==> src/rtl/bolme_pkg.sv <==
// Shared encodings and helpers for the parametrised integer divider.
// The two's-complement helper works at MAX_XLEN width; callers cast down to their XLEN.
package bolme_pkg;

  localparam int MAX_XLEN = 64;

  typedef enum logic [1:0] {
    ISLEM_DIV  = 2'b00,
    ISLEM_DIVU = 2'b01,
    ISLEM_REM  = 2'b10,
    ISLEM_REMU = 2'b11
  } islem_e;

  typedef enum logic [1:0] {
    IDLE,
    CALC,
    FIX,
    DONE
  } state_e;

  // Conditional negate: yields |x| for a negative x, and -|x| when a sign is restored.
  function automatic logic [MAX_XLEN-1:0] tumle(input logic [MAX_XLEN-1:0] deger,
                                                input logic                etkin);
    return etkin ? (~deger + MAX_XLEN'(1)) : deger;
  endfunction

  function automatic logic is_rem(input islem_e op);
    return (op == ISLEM_REM) || (op == ISLEM_REMU);
  endfunction

  function automatic logic is_signed_op(input islem_e op);
    return (op == ISLEM_DIV) || (op == ISLEM_REM);
  endfunction

endpackage

==> src/rtl/bolme_adimi.sv <==
// One restoring shift-subtract step on {remainder, quotient}; purely combinational.
module bolme_adimi #(
  parameter int XLEN = 32
) (
  input  logic [XLEN:0]   i_kalan,
  input  logic [XLEN-1:0] i_bolum,
  input  logic [XLEN-1:0] i_bolen,
  output logic [XLEN:0]   o_kalan,
  output logic [XLEN-1:0] o_bolum
);

  logic [XLEN+1:0] w_kaydir;
  logic [XLEN+1:0] w_fark;
  logic            w_borc;

  // The remainder stays below the divisor, so its top bit is always 0 here and
  // the shifted value fits in XLEN+1 bits; bit XLEN+1 of the difference is the borrow.
  assign w_kaydir = {i_kalan, i_bolum[XLEN-1]};
  assign w_fark   = w_kaydir - {2'b00, i_bolen};
  assign w_borc   = w_fark[XLEN+1];

  assign o_kalan = w_borc ? w_kaydir[XLEN:0] : w_fark[XLEN:0];
  assign o_bolum = {i_bolum[XLEN-2:0], ~w_borc};

endmodule

==> src/rtl/bolme_birimi_param.sv <==
// Multi-cycle RISC-V M divider (DIV/DIVU/REM/REMU), ADIM_BIT quotient bits per cycle.
// Divide-by-zero and signed overflow bypass the iteration and resolve in FIX.
module bolme_birimi_param
  import bolme_pkg::*;
#(
  parameter int XLEN     = 32,
  parameter int ADIM_BIT = 1
) (
  input  logic            clk_i,
  input  logic            rst_ni,
  input  logic            basla_i,
  input  logic [1:0]      islem_i,
  input  logic [XLEN-1:0] bolunen_i,
  input  logic [XLEN-1:0] bolen_i,
  input  logic            iptal_i,
  output logic [XLEN-1:0] sonuc_o,
  output logic            bitti_o,
  output logic            mesgul_o
);

  localparam int N     = XLEN / ADIM_BIT;
  localparam int CNT_W = (N > 1) ? $clog2(N) : 1;
  localparam logic [XLEN-1:0] MIN_DEGER = {1'b1, {(XLEN-1){1'b0}}};

  state_e            r_state;
  islem_e            r_islem;
  logic [XLEN:0]     r_kalan;
  logic [XLEN-1:0]   r_bolum;
  logic [XLEN-1:0]   r_bolen;
  logic [CNT_W-1:0]  r_sayac;
  logic              r_neg_bolum;
  logic              r_neg_kalan;
  logic              r_ozel;
  logic              r_sifir;
  logic [XLEN-1:0]   r_sonuc;
  logic              r_bitti;
  logic              r_mesgul;

  // Start-side operand decode.
  islem_e            w_islem;
  logic              w_isaretli;
  logic              w_a_neg;
  logic              w_b_neg;
  logic [XLEN-1:0]   w_a_abs;
  logic [XLEN-1:0]   w_b_abs;
  logic              w_sifir;
  logic              w_tasma;
  logic [XLEN-1:0]   w_sonuc;

  assign w_islem    = islem_e'(islem_i);
  assign w_isaretli = is_signed_op(w_islem);
  assign w_a_neg    = w_isaretli & bolunen_i[XLEN-1];
  assign w_b_neg    = w_isaretli & bolen_i[XLEN-1];
  assign w_a_abs    = XLEN'(tumle(MAX_XLEN'(bolunen_i), w_a_neg));
  assign w_b_abs    = XLEN'(tumle(MAX_XLEN'(bolen_i), w_b_neg));
  assign w_sifir    = (bolen_i == '0);
  assign w_tasma    = w_isaretli && (bolunen_i == MIN_DEGER) && (&bolen_i);

  // Step chain: ADIM_BIT restoring steps resolved combinationally each CALC cycle.
  logic [XLEN:0]   w_kalan [ADIM_BIT+1];
  logic [XLEN-1:0] w_bolum [ADIM_BIT+1];

  assign w_kalan[0] = r_kalan;
  assign w_bolum[0] = r_bolum;

  for (genvar g = 0; g < ADIM_BIT; g++) begin : g_adim
    bolme_adimi #(.XLEN(XLEN)) u_adim (
      .i_kalan (w_kalan[g]),
      .i_bolum (w_bolum[g]),
      .i_bolen (r_bolen),
      .o_kalan (w_kalan[g+1]),
      .o_bolum (w_bolum[g+1])
    );
  end

  always_comb begin
    // NOTE: default first so every path assigns w_sonuc; a missing else would infer a latch.
    w_sonuc = '0;
    if (r_ozel) begin
      if (r_sifir) w_sonuc = is_rem(r_islem) ? r_bolum : '1;
      else         w_sonuc = is_rem(r_islem) ? '0 : MIN_DEGER;
    end else if (is_rem(r_islem)) begin
      w_sonuc = XLEN'(tumle(MAX_XLEN'(r_kalan[XLEN-1:0]), r_neg_kalan));
    end else begin
      w_sonuc = XLEN'(tumle(MAX_XLEN'(r_bolum), r_neg_bolum));
    end
  end

  // NOTE: state updates use <= so every register samples the pre-edge values of the others.
  always_ff @(posedge clk_i or negedge rst_ni) begin
    if (!rst_ni) begin
      // NOTE: all registers here are plain flops (no memory arrays), so each one is cleared.
      r_state     <= IDLE;
      r_islem     <= ISLEM_DIV;
      r_kalan     <= '0;
      r_bolum     <= '0;
      r_bolen     <= '0;
      r_sayac     <= '0;
      r_neg_bolum <= 1'b0;
      r_neg_kalan <= 1'b0;
      r_ozel      <= 1'b0;
      r_sifir     <= 1'b0;
      r_sonuc     <= '0;
      r_bitti     <= 1'b0;
      r_mesgul    <= 1'b0;
    end else begin
      r_bitti <= 1'b0;
      unique case (r_state)
        IDLE, DONE: begin
          if (basla_i) begin
            r_islem     <= w_islem;
            r_bolen     <= w_b_abs;
            r_kalan     <= '0;
            r_sayac     <= CNT_W'(N - 1);
            r_neg_bolum <= w_a_neg ^ w_b_neg;
            r_neg_kalan <= w_a_neg;
            r_mesgul    <= 1'b1;
            if (w_sifir || w_tasma) begin
              // The raw dividend is parked in the quotient register for the REM-by-zero result.
              r_state <= FIX;
              r_ozel  <= 1'b1;
              r_sifir <= w_sifir;
              r_bolum <= bolunen_i;
            end else begin
              r_state <= CALC;
              r_ozel  <= 1'b0;
              r_sifir <= 1'b0;
              r_bolum <= w_a_abs;
            end
          end else begin
            r_state <= IDLE;
          end
        end
        CALC: begin
          if (iptal_i) begin
            r_state  <= IDLE;
            r_mesgul <= 1'b0;
          end else begin
            r_kalan <= w_kalan[ADIM_BIT];
            r_bolum <= w_bolum[ADIM_BIT];
            if (r_sayac == '0) r_state <= FIX;
            else               r_sayac <= r_sayac - CNT_W'(1);
          end
        end
        FIX: begin
          r_mesgul <= 1'b0;
          if (iptal_i) begin
            r_state <= IDLE;
          end else begin
            r_sonuc <= w_sonuc;
            r_bitti <= 1'b1;
            r_state <= DONE;
          end
        end
        default: r_state <= IDLE;
      endcase
    end
  end

  assign sonuc_o  = r_sonuc;
  assign bitti_o  = r_bitti;
  assign mesgul_o = r_mesgul;

endmodule
==> config.mk <==
export PLATFORM = sky130hd
export DESIGN_NAME = bolme_birimi_param
export DESIGN_NICKNAME = d
export VERILOG_FILES = /design/src/rtl/bolme_pkg.sv /design/src/rtl/bolme_adimi.sv /design/src/rtl/bolme_birimi_param.sv
export SDC_FILE = /design/constraint.sdc
export NUM_CORES = 1
export LEC_CHECK = 0
export ABC_AREA = 1
export CAP_MARGIN = 10
export CORE_MARGIN = 10
export CORE_UTILIZATION = 35
export DETAILED_ROUTE_END_ITERATION = 8
export HOLD_SLACK_MARGIN = 0.12
export SYNTH_ARGS = -nofsm -noshare
export SYNTH_HDL_FRONTEND = slang
export SYNTH_SLANG_ARGS = --single-unit
==> constraint.sdc <==
create_clock -name clk_i -period 5.2 [get_ports clk_i]
set_input_delay 1.04 -clock clk_i [delete_from_list [all_inputs] [get_ports clk_i]]
set_output_delay 1.04 -clock clk_i [all_outputs]
set_load 0.01 [all_outputs]
==> impl_metrics.ini, run 1 <==
[detailed_routing]
drt-total-wl_mm = 50.4
wl_per_cell_um = 17.1
ant_nets = 0
drt_pass1_iterations = 5
route.detailed.drc = 0
drt_iter0_drc = 1217
num_vias = 15285
viasPerCell = 5.18

[clocking]
cts-hold-fix-buffers = 0
clk_pin_slew_ps = 70
numCtsBuffers = 17
cts_setup_buffers = 0
clockRootBuffer = clkbuf_16
clock_sinks = 143
cts_resized = 0
clk_latency_ps = 440
htree_levels = 4
cts_tree = done
ctsLongestPathBuffers = 2

[power_and_ir_drop]
swShare_pct = 53.2
total_leakage_power_nw = 8.29
comb_power_share_pct = 61.8
power_mw = 8.41
p_clk_share_pct = 14.2
power.internal_mw = 3.93
switchingPower_mw = 4.48
ir_drop_v = 0.000388
seq_power_share_pct = 24.0
powerDensity_nw_per_um2 = 526

[placement]
dp_hpwl_mm = 39.8
port_buffers = 103
post-place-cells = 2919
gp_congestion = 0.933

[sta]
hold_viol = 0
period_needed_ps = 3530
relSlewSlack_pct = 23.6
worst_slew_pin_slew_ps = 1140
tns_ps = 0
rsz0062_at_grt = false
final-setup-viol-count = 0
fmax_mhz = 284
finalMaxSlewViolations = 0
fin_skew_ps = 10.7
fin_crit_sh_pct = 67.8

[floorplan]
die_h_um = 221
die_area_um2 = 48800
io-pin-count = 104
rows = 73
initial_core_util_pct = 35.5
die_w_um = 221
core-area_um2 = 39800

[min_path]
hold_start = r_bolen[28]
hold_path_depth = 2
hold_path.class = flop to flop

[setup_path]
rr_worst_depth = 11
rrSetupSlack_ps = 2220
worstSetupPathType = primary input to flop
critical_path.startpoint_type = primary input
crit_required_ps = 5520
crit_arrival_ps = 3850
rr_startpoint = r_state[1]
r2r_end = r_bolum[5]
cp_max_fo = 32
critPathCaptureType = flop
startpoint = bolunen_i[1]
cp-endpoint = r_bolum[2]

[final_layout]
fin_cells = 2951
utilization_pct = 40.2
nNetsFinal = 2525
n_antenna_cell = 0
syn_to_final_growth_pct = 13.3
drive_gt1_share_pct = 6.27

[logic_synthesis]
synth_area_um2 = 14100
synth.yosys.warnings = 0
synth_cell_types = 50
ys_seq_elements = 143
syn_avg_cell_area_um2 = 5.96
synth_seq_area_share_pct = 25.3
synthesis.nets = 2479
syn_inst = 2367

[grt]
grt_max_degree = 63
grt_busiest_layer = met2
grtUsageMet1_pct = 28.5
antenna_found_initial = 0
grtUsageMet3_pct = 2.36
grt_usage_pct = 20.0
grt_pass1_wl_mm = 80.3
grt_util_met2_pct = 31.1
grt_pass1_vias = 14316
grt_overflow = 0

[status]
status = completed

[flow_run]
drv_cap = 0
cells by family (layout without fill, tap and decap cells):
logic type	count (synthesis)	count (layout)	share of synthesized area [%]
adders and majority gates	42	42	3.78
and+or+nand+nor	1451	1451	45.3
AOI/OAI and AO/OA	291	291	11.0
DFF	143	143	25.3
buffers and inverters	385	444	11.1
xor gates and xnor gates	54	54	3.35
muxes	1	1	0.0798
layout by cell type, fill, tap and decap left out, drive strengths merged, types with 7 or more instances in the layout:
master and n:
nand3 280, nand3b 16, nand2 854, xnor2 16, o31ai 7, dfrtp 143, clkbuf 20, nor2 238
a31oi 14, o21ai 127, clkdlybuf4s50 102, o211ai 8, nor3 21, buf 12, inv 300, xor2 38
ha 41, a21oi 122, nand4 30
cell usage after synthesis, drive strengths merged:
| cell type | n | share of area, % |
|---|---|---|
| o41ai | 1 | 0.062 |
| mux2 | 1 | 0.080 |
| clkbuf | 52 | 1.4 |
| nand3 | 280 | 12 |
| fa | 1 | 0.14 |
| nor2 | 238 | 6.7 |
| a22oi | 2 | 0.11 |
| nor3 | 21 | 0.78 |
| o22ai | 4 | 0.18 |
| o21ai | 127 | 4.6 |
| or3 | 1 | 0.044 |
| o31ai | 7 | 0.37 |
| nand3b | 16 | 0.85 |
| o211ai | 8 | 0.43 |
| xor2 | 38 | 2.4 |
| nand4 | 30 | 1.3 |
| xnor2 | 16 | 0.99 |
| o21bai | 2 | 0.11 |
| nand2 | 854 | 23 |
| dfrtp | 143 | 25 |
| a21boi | 1 | 0.053 |
| a21oi | 122 | 4.4 |
| o32ai | 1 | 0.062 |
| inv | 297 | 7.9 |
| nor4 | 1 | 0.044 |
| buf | 35 | 1.8 |
| a31oi | 14 | 0.62 |
| a21o | 1 | 0.053 |
| ha | 41 | 3.6 |
| and2 | 5 | 0.22 |
| clkinv | 1 | 0.027 |
| or2 | 5 | 0.22 |
| a221oi | 1 | 0.062 |
power by group through the flow:
stage                     sequential (mW)  clock [mW]  combinational, mW
after detailed placement             2.03           0               5.14
after floorplan                      1.90           0               3.62
after CTS                            2.01        1.22               5.17
after global routing                 2.08        1.27               5.86
final                                2.02        1.20               5.19
after global placement               2.02           0               5.10
registers in the layout, summed over array words and instances (netlist names), 2 cells and up:
signal	count
r_sayac	5
r_bolum	32
sonuc_o	32
r_bolen	32
r_state	2
r_kalan	33
final cells by class:
| type | count | area [um^2] |
|---|---|---|
| timing repair buffer | 114 | 1110 |
| tap | 525 | 657 |
| multi-input combinational | 1839 | 8970 |
| inverter | 298 | 1120 |
| sequential | 143 | 3580 |
| fill | 4424 | 23800 |
| clock inverter | 12 | 110 |
| clock buffer | 20 | 447 |
worst min path at each step:
stage	slack (ps)	end
5_1_grt	520	r_bolen[4]
3_3_place_gp	470	r_bolen[26]
2_1_floorplan	450	r_bolen[26]
4_1_cts	490	r_bolen[28]
3_5_place_dp	470	r_bolen[28]
6_report	490	r_bolen[28]
critical path: stages:
cell	delay, ps
clkdlybuf4s50_1	430
inv_1	100
ha_1	230
nand3_1	150
nor2_2	220
nand2_1	160
nor2_1	140
nand3_1	110
nand2_2	470
inv_2	400
nand2_1	140
nand3_1	90
nand2_1	90
nand2_1	60
layer usage:
layer / wire (um) / share of wire (%)
met1: 24500 / 49
met2: 22600 / 45
met4: 1020 / 2.0
met5: 0 / 0
met3: 2290 / 4.6
metrics by stage:
stage | area (um^2) | hold WS, ps | setup slack, ps
finish | 16000 | 485 | 1670
global route | 16000 | 521 | 1360
CTS | 16000 | 489 | 1690
detailed placement | 15400 | 473 | 1250
global placement | 15400 | 466 | 1330
floorplan | 14100 | 449 | 2710
Power figures use the tool's default switching activity.
==> inputs of run 2 (changes only) <==
==> constraint.sdc (replaced) <==
create_clock -name clk_i -period 3.4 [get_ports clk_i]
set_input_delay 0.68 -clock clk_i [delete_from_list [all_inputs] [get_ports clk_i]]
set_output_delay 0.68 -clock clk_i [all_outputs]
set_load 0.01 [all_outputs]
==> impl_metrics.ini, run 2 (synthesized netlist as in run 1, its figures left out) <==
[status]
status = completed

[clocking]
clk_pin_slew_ps = 70
numCtsBuffers = 17
cts-hold-fix-buffers = 0
cts_resized = 0
cts_tree = done
cts_setup_buffers = 0
clock_sinks = 143
clk_latency_ps = 460
clockRootBuffer = clkbuf_16
htree_levels = 4
ctsLongestPathBuffers = 2

[grt]
antenna_found_initial = 0
grt_pass1_wl_mm = 82.6
grt_usage_pct = 20.7
grt_overflow = 0
grt_max_degree = 95
grt_pass1_vias = 14678

[setup_path]
critPathCaptureType = flop
worstSetupPathType = flop to flop
critical_path.startpoint_type = flop
crit_required_ps = 3740
cp_max_fo = 20
crit_arrival_ps = 2990

[detailed_routing]
wl_per_cell_um = 17.4
viasPerCell = 5.17
drt-total-wl_mm = 51.6
drt_iter0_drc = 1445
num_vias = 15357
ant_nets = 0
route.detailed.drc = 0
drt_pass1_iterations = 6

[power_and_ir_drop]
power_mw = 13.3
ir_drop_v = 0.000467
total_leakage_power_nw = 8.42
powerDensity_nw_per_um2 = 822

[final_layout]
drive_gt1_share_pct = 7.00
nNetsFinal = 2542
final_cell_mix = 840 x nand2_1, 276 x inv_1, 227 x nand3_1
layout_commonest_cell = nand2_1
largest_reg_flops = 33
top_register = r_kalan
syn_to_final_growth_pct = 15.0
n_fill_cell = 4443
n_antenna_cell = 0
fin_cells = 2968

[floorplan]
core-area_um2 = 39800
die_w_um = 221
die_area_um2 = 48800
rows = 73
io-pin-count = 104
initial_core_util_pct = 35.5
die_h_um = 221

[sta]
fmax_mhz = 378
fin_ws_ps = 752
hold_viol = 0
finalMaxSlewViolations = 0
rsz0062_at_grt = false
period_needed_ps = 2650
tns_ps = 0
worst_slew_pin_slew_ps = 789
final-setup-viol-count = 0
relSlewSlack_pct = 47.3
fin_crit_sh_pct = 77.9
fin_skew_ps = 12.6

[flow_run]
drv_cap = 0

[placement]
post-place-cells = 2936
dp_slack_ps = 388
port_buffers = 103
dp_hpwl_mm = 41.0
gp_congestion = 0.959

[min_path]
hold_path.class = primary input to async pin
run 2: where the power goes:
part           total (mW)  switching [mW]  internal, mW
clock                2.10           0.840          1.26
sequential           3.05           0.655          2.40
combinational        8.18            5.51          2.67
total                13.3            7.01          6.33
run 2: cell type report:
type	instances	area (um^2)	area share [%]
Clock buffer	18	439	2.70
Clock inverter	14	205	1.26
Inverter	298	1120	6.89
Multi-Input combinational cell	1839	8970	55.2
Sequential cell	143	3580	22.0
Tap cell	525	657	4.05
Timing Repair Buffer	131	1270	7.81
run 2: path summary, 6_finish.rpt:
kind                        startpoint           to  slack (ps)  depth (start not counted)
setup / recovery           r_kalan[19]  r_kalan[16]         750                         14
hold / removal                  rst_ni   sonuc_o[3]         230                          1
setup reg to reg           r_kalan[19]  r_kalan[16]         750                         14
hold reg to reg             r_bolen[2]   r_bolen[2]         490                          2
max in group asynchronous       rst_ni   r_bolen[1]        2230                          2
min in group clk_i          r_bolen[2]   r_bolen[2]         490                          2
run 2: worst max-delay path, cell delays in order (launching register included):
cell     delay (ps)
dfrtp_1         510
ha_1            400
nand2_1          90
nand2_1          90
inv_2            50
nand2_1          80
a21oi_2         200
nor2_2           70
nor2_4          180
nand2_4          90
nand2_4         270
buf_4           270
nand3_2          80
nand3_1          70
nand2_1          60
run 2: per-layer routing:
layer | GRT usage, % | up-vias | part of all wire, %
met1 | 29.2 | 7124 | 48
met5 | 0 | - | 0
met3 | 2.58 | 72 | 5.3
met2 | 31.8 | 487 | 44
met4 | 7.13 | 0 | 3.0
li1 | - | 7674 | -
run 2: stage by stage:
| step | hold slack (ps) | utilization, % | cell area (um^2) |
|---|---|---|---|
| after floorplan | 384 | - | 14100 |
| after global placement | 466 | 39.2 | 15600 |
| after detailed placement | 474 | 39.2 | 15600 |
| after CTS | 268 | 40.8 | 16200 |
| after global routing | 284 | 40.8 | 16200 |
| final | 226 | 40.8 | 16200 |
